<file path="config.mk">
export PLATFORM = sky130hd
export DESIGN_NAME = board_judge
export DESIGN_NICKNAME = d
export VERILOG_FILES = /design/src/rtl/tictactoe_pkg.sv /design/src/rtl/board_judge_line_check.sv /design/src/rtl/board_judge.sv
export SDC_FILE = /design/constraint.sdc
export NUM_CORES = 1
export LEC_CHECK = 0
export ABC_CLOCK_PERIOD_IN_PS = 2600
export CAP_MARGIN = 25
export CORE_UTILIZATION = 49
export CTS_CLUSTER_SIZE = 10
export DETAILED_ROUTE_END_ITERATION = 8
export PLACE_DENSITY = 0.76
export SETUP_SLACK_MARGIN = 0.2
export SYNTH_ARGS = -nofsm -noshare
export SYNTH_HDL_FRONTEND = slang
export SYNTH_SLANG_ARGS = --single-unit
</file>
<file path="constraint.sdc">
create_clock -name clock -period 2.6 [get_ports clock]
set_input_delay 0.39 -clock clock [delete_from_list [all_inputs] [get_ports clock]]
set_output_delay 0.39 -clock clock [all_outputs]
set_load 0.1 [all_outputs]
</file>
<file path="src/rtl/tictactoe_pkg.sv">
// Shared tic-tac-toe types and constants: cell encoding, judge FSM states
// and the table of the eight win lines as 1-based cell indices.
package tictactoe_pkg;

    localparam int unsigned NUM_LINES = 8;
    localparam int unsigned CELL_W    = 2;
    localparam int unsigned IDX_W     = 4;
    localparam int unsigned LINE_W    = 3;

    typedef enum logic [CELL_W-1:0] {
        EMPTY = 2'b00,
        P1    = 2'b01,
        P2    = 2'b10,
        BAD   = 2'b11
    } cell_t;

    typedef enum logic [1:0] {
        IDLE   = 2'd0,
        SCAN   = 2'd1,
        REPORT = 2'd2
    } judge_state_t;

    // Rows, then columns, then main and anti diagonal
    localparam logic [IDX_W-1:0] LINES [NUM_LINES][3] = '{
        '{4'd1, 4'd2, 4'd3},
        '{4'd4, 4'd5, 4'd6},
        '{4'd7, 4'd8, 4'd9},
        '{4'd1, 4'd4, 4'd7},
        '{4'd2, 4'd5, 4'd8},
        '{4'd3, 4'd6, 4'd9},
        '{4'd1, 4'd5, 4'd9},
        '{4'd3, 4'd5, 4'd7}
    };

endpackage

</file>
<file path="src/rtl/board_judge_line_check.sv">
// Combinational test of one win line: three equal, non-empty cells.
module line_check
    import tictactoe_pkg::*;
(
    input  cell_t a,
    input  cell_t b,
    input  cell_t c,
    output logic  match,
    output cell_t owner
);

    assign match = (a != EMPTY) && (a == b) && (b == c);
    assign owner = match ? a : EMPTY;

endmodule

</file>
<file path="src/rtl/board_judge.sv">
// Board evaluator: snapshots the nine cells on start, scans the win lines
// one per cycle and reports winner / line / draw / error with a done pulse.
module board_judge
    import tictactoe_pkg::*;
(
    input  logic                clock,
    input  logic                reset,
    input  logic                start,
    input  logic [CELL_W-1:0]   pos1,
    input  logic [CELL_W-1:0]   pos2,
    input  logic [CELL_W-1:0]   pos3,
    input  logic [CELL_W-1:0]   pos4,
    input  logic [CELL_W-1:0]   pos5,
    input  logic [CELL_W-1:0]   pos6,
    input  logic [CELL_W-1:0]   pos7,
    input  logic [CELL_W-1:0]   pos8,
    input  logic [CELL_W-1:0]   pos9,
    output logic                busy,
    output logic                done,
    output logic [CELL_W-1:0]   winner,
    output logic [LINE_W-1:0]   winLine,
    output logic                draw,
    output logic                error
);

    judge_state_t      state;
    logic [LINE_W-1:0] k;
    cell_t             snap [1:9];
    cell_t             cur  [1:9];
    logic              any_bad;
    logic              full;
    logic              match;
    cell_t             owner;

    assign cur[1] = cell_t'(pos1);
    assign cur[2] = cell_t'(pos2);
    assign cur[3] = cell_t'(pos3);
    assign cur[4] = cell_t'(pos4);
    assign cur[5] = cell_t'(pos5);
    assign cur[6] = cell_t'(pos6);
    assign cur[7] = cell_t'(pos7);
    assign cur[8] = cell_t'(pos8);
    assign cur[9] = cell_t'(pos9);

    // Illegal cells are detected on the live inputs, the same edge they are captured
    always_comb begin
        any_bad = 1'b0;
        full    = 1'b1;
        for (int i = 1; i <= 9; i++) begin
            if (cur[i] == BAD)
                any_bad = 1'b1;
            if (snap[i] == EMPTY)
                full = 1'b0;
        end
    end

    line_check u_line_check (
        .a     (snap[LINES[k][0]]),
        .b     (snap[LINES[k][1]]),
        .c     (snap[LINES[k][2]]),
        .match (match),
        .owner (owner)
    );

    // done is set on entry to REPORT; busy covers every non-IDLE cycle
    always_ff @(posedge clock) begin
        if (reset) begin
            state   <= IDLE;
            k       <= '0;
            busy    <= 1'b0;
            done    <= 1'b0;
            winner  <= '0;
            winLine <= '0;
            draw    <= 1'b0;
            error   <= 1'b0;
        end else begin
            done <= 1'b0;
            case (state)
                IDLE: begin
                    if (start) begin
                        snap    <= cur;
                        k       <= '0;
                        busy    <= 1'b1;
                        winner  <= '0;
                        winLine <= '0;
                        draw    <= 1'b0;
                        error   <= any_bad;
                        done    <= any_bad;
                        state   <= any_bad ? REPORT : SCAN;
                    end
                end
                SCAN: begin
                    if (match) begin
                        winner  <= CELL_W'(owner);
                        winLine <= k;
                        done    <= 1'b1;
                        state   <= REPORT;
                    end else if (k == LINE_W'(NUM_LINES - 1)) begin
                        draw  <= full;
                        done  <= 1'b1;
                        state <= REPORT;
                    end else begin
                        k <= k + LINE_W'(1);
                    end
                end
                REPORT: begin
                    busy  <= 1'b0;
                    state <= IDLE;
                end
                default: begin
                    busy  <= 1'b0;
                    state <= IDLE;
                end
            endcase
        end
    end

endmodule

</file>
==> flow_metrics.tcl <==
set metrics [dict create \
    outcome "finished, violations left" \
    violations "setup timing" \
    crit_start "k[1]$_SDFFE_PP0P_" \
    grt_first_pass_wirelength_um 8420 \
    syn_inst 195 \
    ys_async_sr_fraction 0 \
    htree_levels 2 \
    finalMaxSlewViolations 0 \
    path_delay_family "compound AO/OA/AOI/OAI gates" \
    area_growth_pct 34.8 \
    cp_data_arrival_time_ps 2880 \
    place_area_um2 2480 \
    hold-path-endpoint "winLine[2]$_SDFFE_PP0P_" \
    vias_per_cell 5.76 \
    cp_max_fo 7 \
    synth_seq_cells 32 \
    cts-root-buf "clkbuf_8" \
    path_cells "inv_4 -> buf_4 -> ha_2 -> mux2i_4 -> buf_12 -> mux2i_1 -> o22a_1 -> a211o_2 -> mux2i_2 -> nand2_2 -> a21oi_4 -> mux2i_1" \
    clk_pin_slew_ps 70 \
    worstRegToRegCells 12 \
    rsz0062_at_grt "true" \
    ys.warnings.count 0 \
    n_antenna_cell 0 \
    core-area_um2 4000 \
    antenna_found_initial 0 \
    criticalPathCategory "flip-flop to flip-flop" \
    place_hpwl_um 3650 \
    synth_ff_type "edfxtp_1" \
    cts_buffer_depth 2 \
    clkLatencyLatePin_ps 290 \
    min_from "winLine[2]$_SDFFE_PP0P_" \
    gp_congestion 0.990 \
    drcViolationCount 0 \
    path_buf_inv 3 \
    tns_ps -190 \
    holdWs_ps 462 \
    ir_drop_v 0.000378 \
    finalNetCount 278 \
    synthTopCellsByArea "edfxtp_1 (27%), dfxtp_1 (14%), mux2i_1 (8.9%)" \
    cts_tree "built" \
    slowest_stage "dfxtp_4" \
    hold_path.class "flip-flop to flip-flop" \
    num_io_pins 30 \
    p_per_area_nw_per_um2 444 \
    r2r_start "k[1]$_SDFFE_PP0P_" \
    r2r_end "winLine[1]$_SDFFE_PP0P_" \
    yosysSeqAreaShare 0.403 \
    fp.dieH_um 66.5 \
    fmax_mhz 375 \
    fin_ws_ps -63.4 \
    grt_max_degree 19 \
    hold_viol 0 \
    hold_depth 2 \
    worst_setup_path_end_kind "flip-flop" \
    fin_crit_sh 1.02 \
    synth_top_area_share 0.266 \
    drtIter0Drc 132 \
    syn_area_per_cell_um2 10.4 \
    cap_violations 0 \
    final_cell_mix "nand2_1 (31), buf_4 (31), clkdlybuf4s50_1 (20)" \
    cp_common_cell "mux2i_1" \
    min_period_ps 2660 \
    setup_viol 6 \
    leakage_uw 0.00103 \
    cp-start-kind "flip-flop" \
    routed_wl_um 5020 \
    ant_nets 0 \
    required_ps 2810 \
    relSlewSlack 0.653 \
    clock-sinks 32 \
    postLayoutCellArea_um2 2750 \
    drive_gt1_frac 0.344 \
    syn_area_um2 2040 \
    numCtsBuffers 5 \
    worst_pin_slew_ps 518 \
    die_x_um 66.5 \
    synth_area_leader_cell "edfxtp_1" \
    rows 23 \
    grt.total_usage 0.260 \
    utilization 0.686 \
    synth_edf_count 18 \
    nFillCells 306 \
    fp.dieArea_um2 4420 \
    initial_core_util 0.509 \
    reg2reg_slack_ps -60 \
    port-buffer-count 29 \
    ys_types 55 \
    wl_per_cell_um 16.7 \
    fin_skew_ps 8.06 \
    synth_fp_nets 224 \
    grt_pass1_vias 1711 \
    vias 1729 \
    grt-ovfl-total 0 \
    max_stage_delay_ps 360 \
    drtPass1Iterations 4 \
]
[worst reg2reg max path, stage by stage, from the launching register on]
cell and delay, ps:
dfxtp_4 360, inv_4 40, buf_4 140, ha_2 210, mux2i_4 160, buf_12 150
mux2i_1 70, o22a_1 220, a211o_2 360, mux2i_2 230, nand2_2 120, a21oi_4 280
mux2i_1 240
[kinds of logic (layout without fill, tap and decap cells)]
| logic type | Yosys count | in the layout | share of synthesized area |
|---|---|---|---|
| compound gates | 44 | 44 | 0.166 |
| fa+ha+maj | 8 | 8 | 0.0492 |
| mux | 25 | 25 | 0.151 |
| buf+inv | 10 | 65 | 0.0375 |
| flops | 32 | 32 | 0.403 |
| simple gates | 76 | 76 | 0.193 |
[final cells by class]
| class | instances | area (µm²) | share of cell area |
|---|---|---|---|
| multi-input cells | 153 | 1250 | 0.456 |
| flip-flops and latches | 32 | 828 | 0.302 |
| clock buffers | 7 | 108 | 0.0392 |
| repair buffers | 53 | 473 | 0.172 |
| well taps | 50 | 62.6 | 0.0228 |
| clock inverters | 1 | 3.75 | 0.00137 |
| inverters | 4 | 17.5 | 0.00638 |
[report_power, final]
group	internal (µW)	leakage, µW	switching, µW	total [µW]
Clock	270	0.0000570	182	452
Combinational	91.8	0.000686	101	193
Sequential	555	0.000283	19.1	574
Total	917	0.00103	302	1220
[how the worst max path moves through the flow]
stage | slack (ps) | end | cells past startpoint
floorplan | 100 | winLine[0]$_SDFFE_PP0P_ | 11
detailed placement | -120 | winLine[1]$_SDFFE_PP0P_ | 11
global placement | -40 | winLine[1]$_SDFFE_PP0P_ | 11
global route | -170 | winLine[1]$_SDFFE_PP0P_ | 11
finish | -60 | winLine[1]$_SDFFE_PP0P_ | 12
CTS | -70 | winLine[1]$_SDFFE_PP0P_ | 11
[cells in the mapped netlist (all sizes together) (2+ instances only)]
cell type and instances:
a21oi 7, a22oi 2, a31oi 3, and2b 2, and3 2, buf 2
clkbuf 4, dfxtp 14, edfxtp 18, ha 8, inv 4, mux2 3
mux2i 19, mux4 3, nand2 33, nand2b 6, nand3 6, nor2 9
nor2b 2, nor3 3, o211ai 2, o21a 3, o21ai 7, o221ai 2
o22a 2, o22ai 4, or2 2, or2b 3
[state kept, by name (all words and copies together) (netlist names)]
signal / cells
draw: 1
winLine: 3
k: 3
done: 1
error: 1
snap: 18
busy: 1
state: 2
winner: 2
[per-stage QoR]
step                      std cells  power [µW]  setup WS [ps]
after floorplan                 195         687           96.0
after global placement          285         756          -38.2
after detailed placement        285         757           -117
after CTS                       298        1220          -74.7
after global routing            300        1260           -172
final                           300        1220          -63.4
[per-layer routing]
| layer | GRT usage | share of wire | up-vias |
|---|---|---|---|
| li1 | - | - | 839 |
| met1 | 0.349 | 0.46 | 842 |
| met4 | 0.0878 | 0.014 | 0 |
| met5 | 0 | 0 | - |
| met2 | 0.418 | 0.49 | 40 |
| met3 | 0.0514 | 0.036 | 8 |
[timing repair]
item                       4_1_cts  5_1_grt
hold buffers                     0        0
resized for setup               14        6
buffers inserted                 5        2
setup endpoints to repair       12       12
pin swaps                        4        2
gates cloned                     0        0
Note: power is estimated with default switching activity, not from simulation.
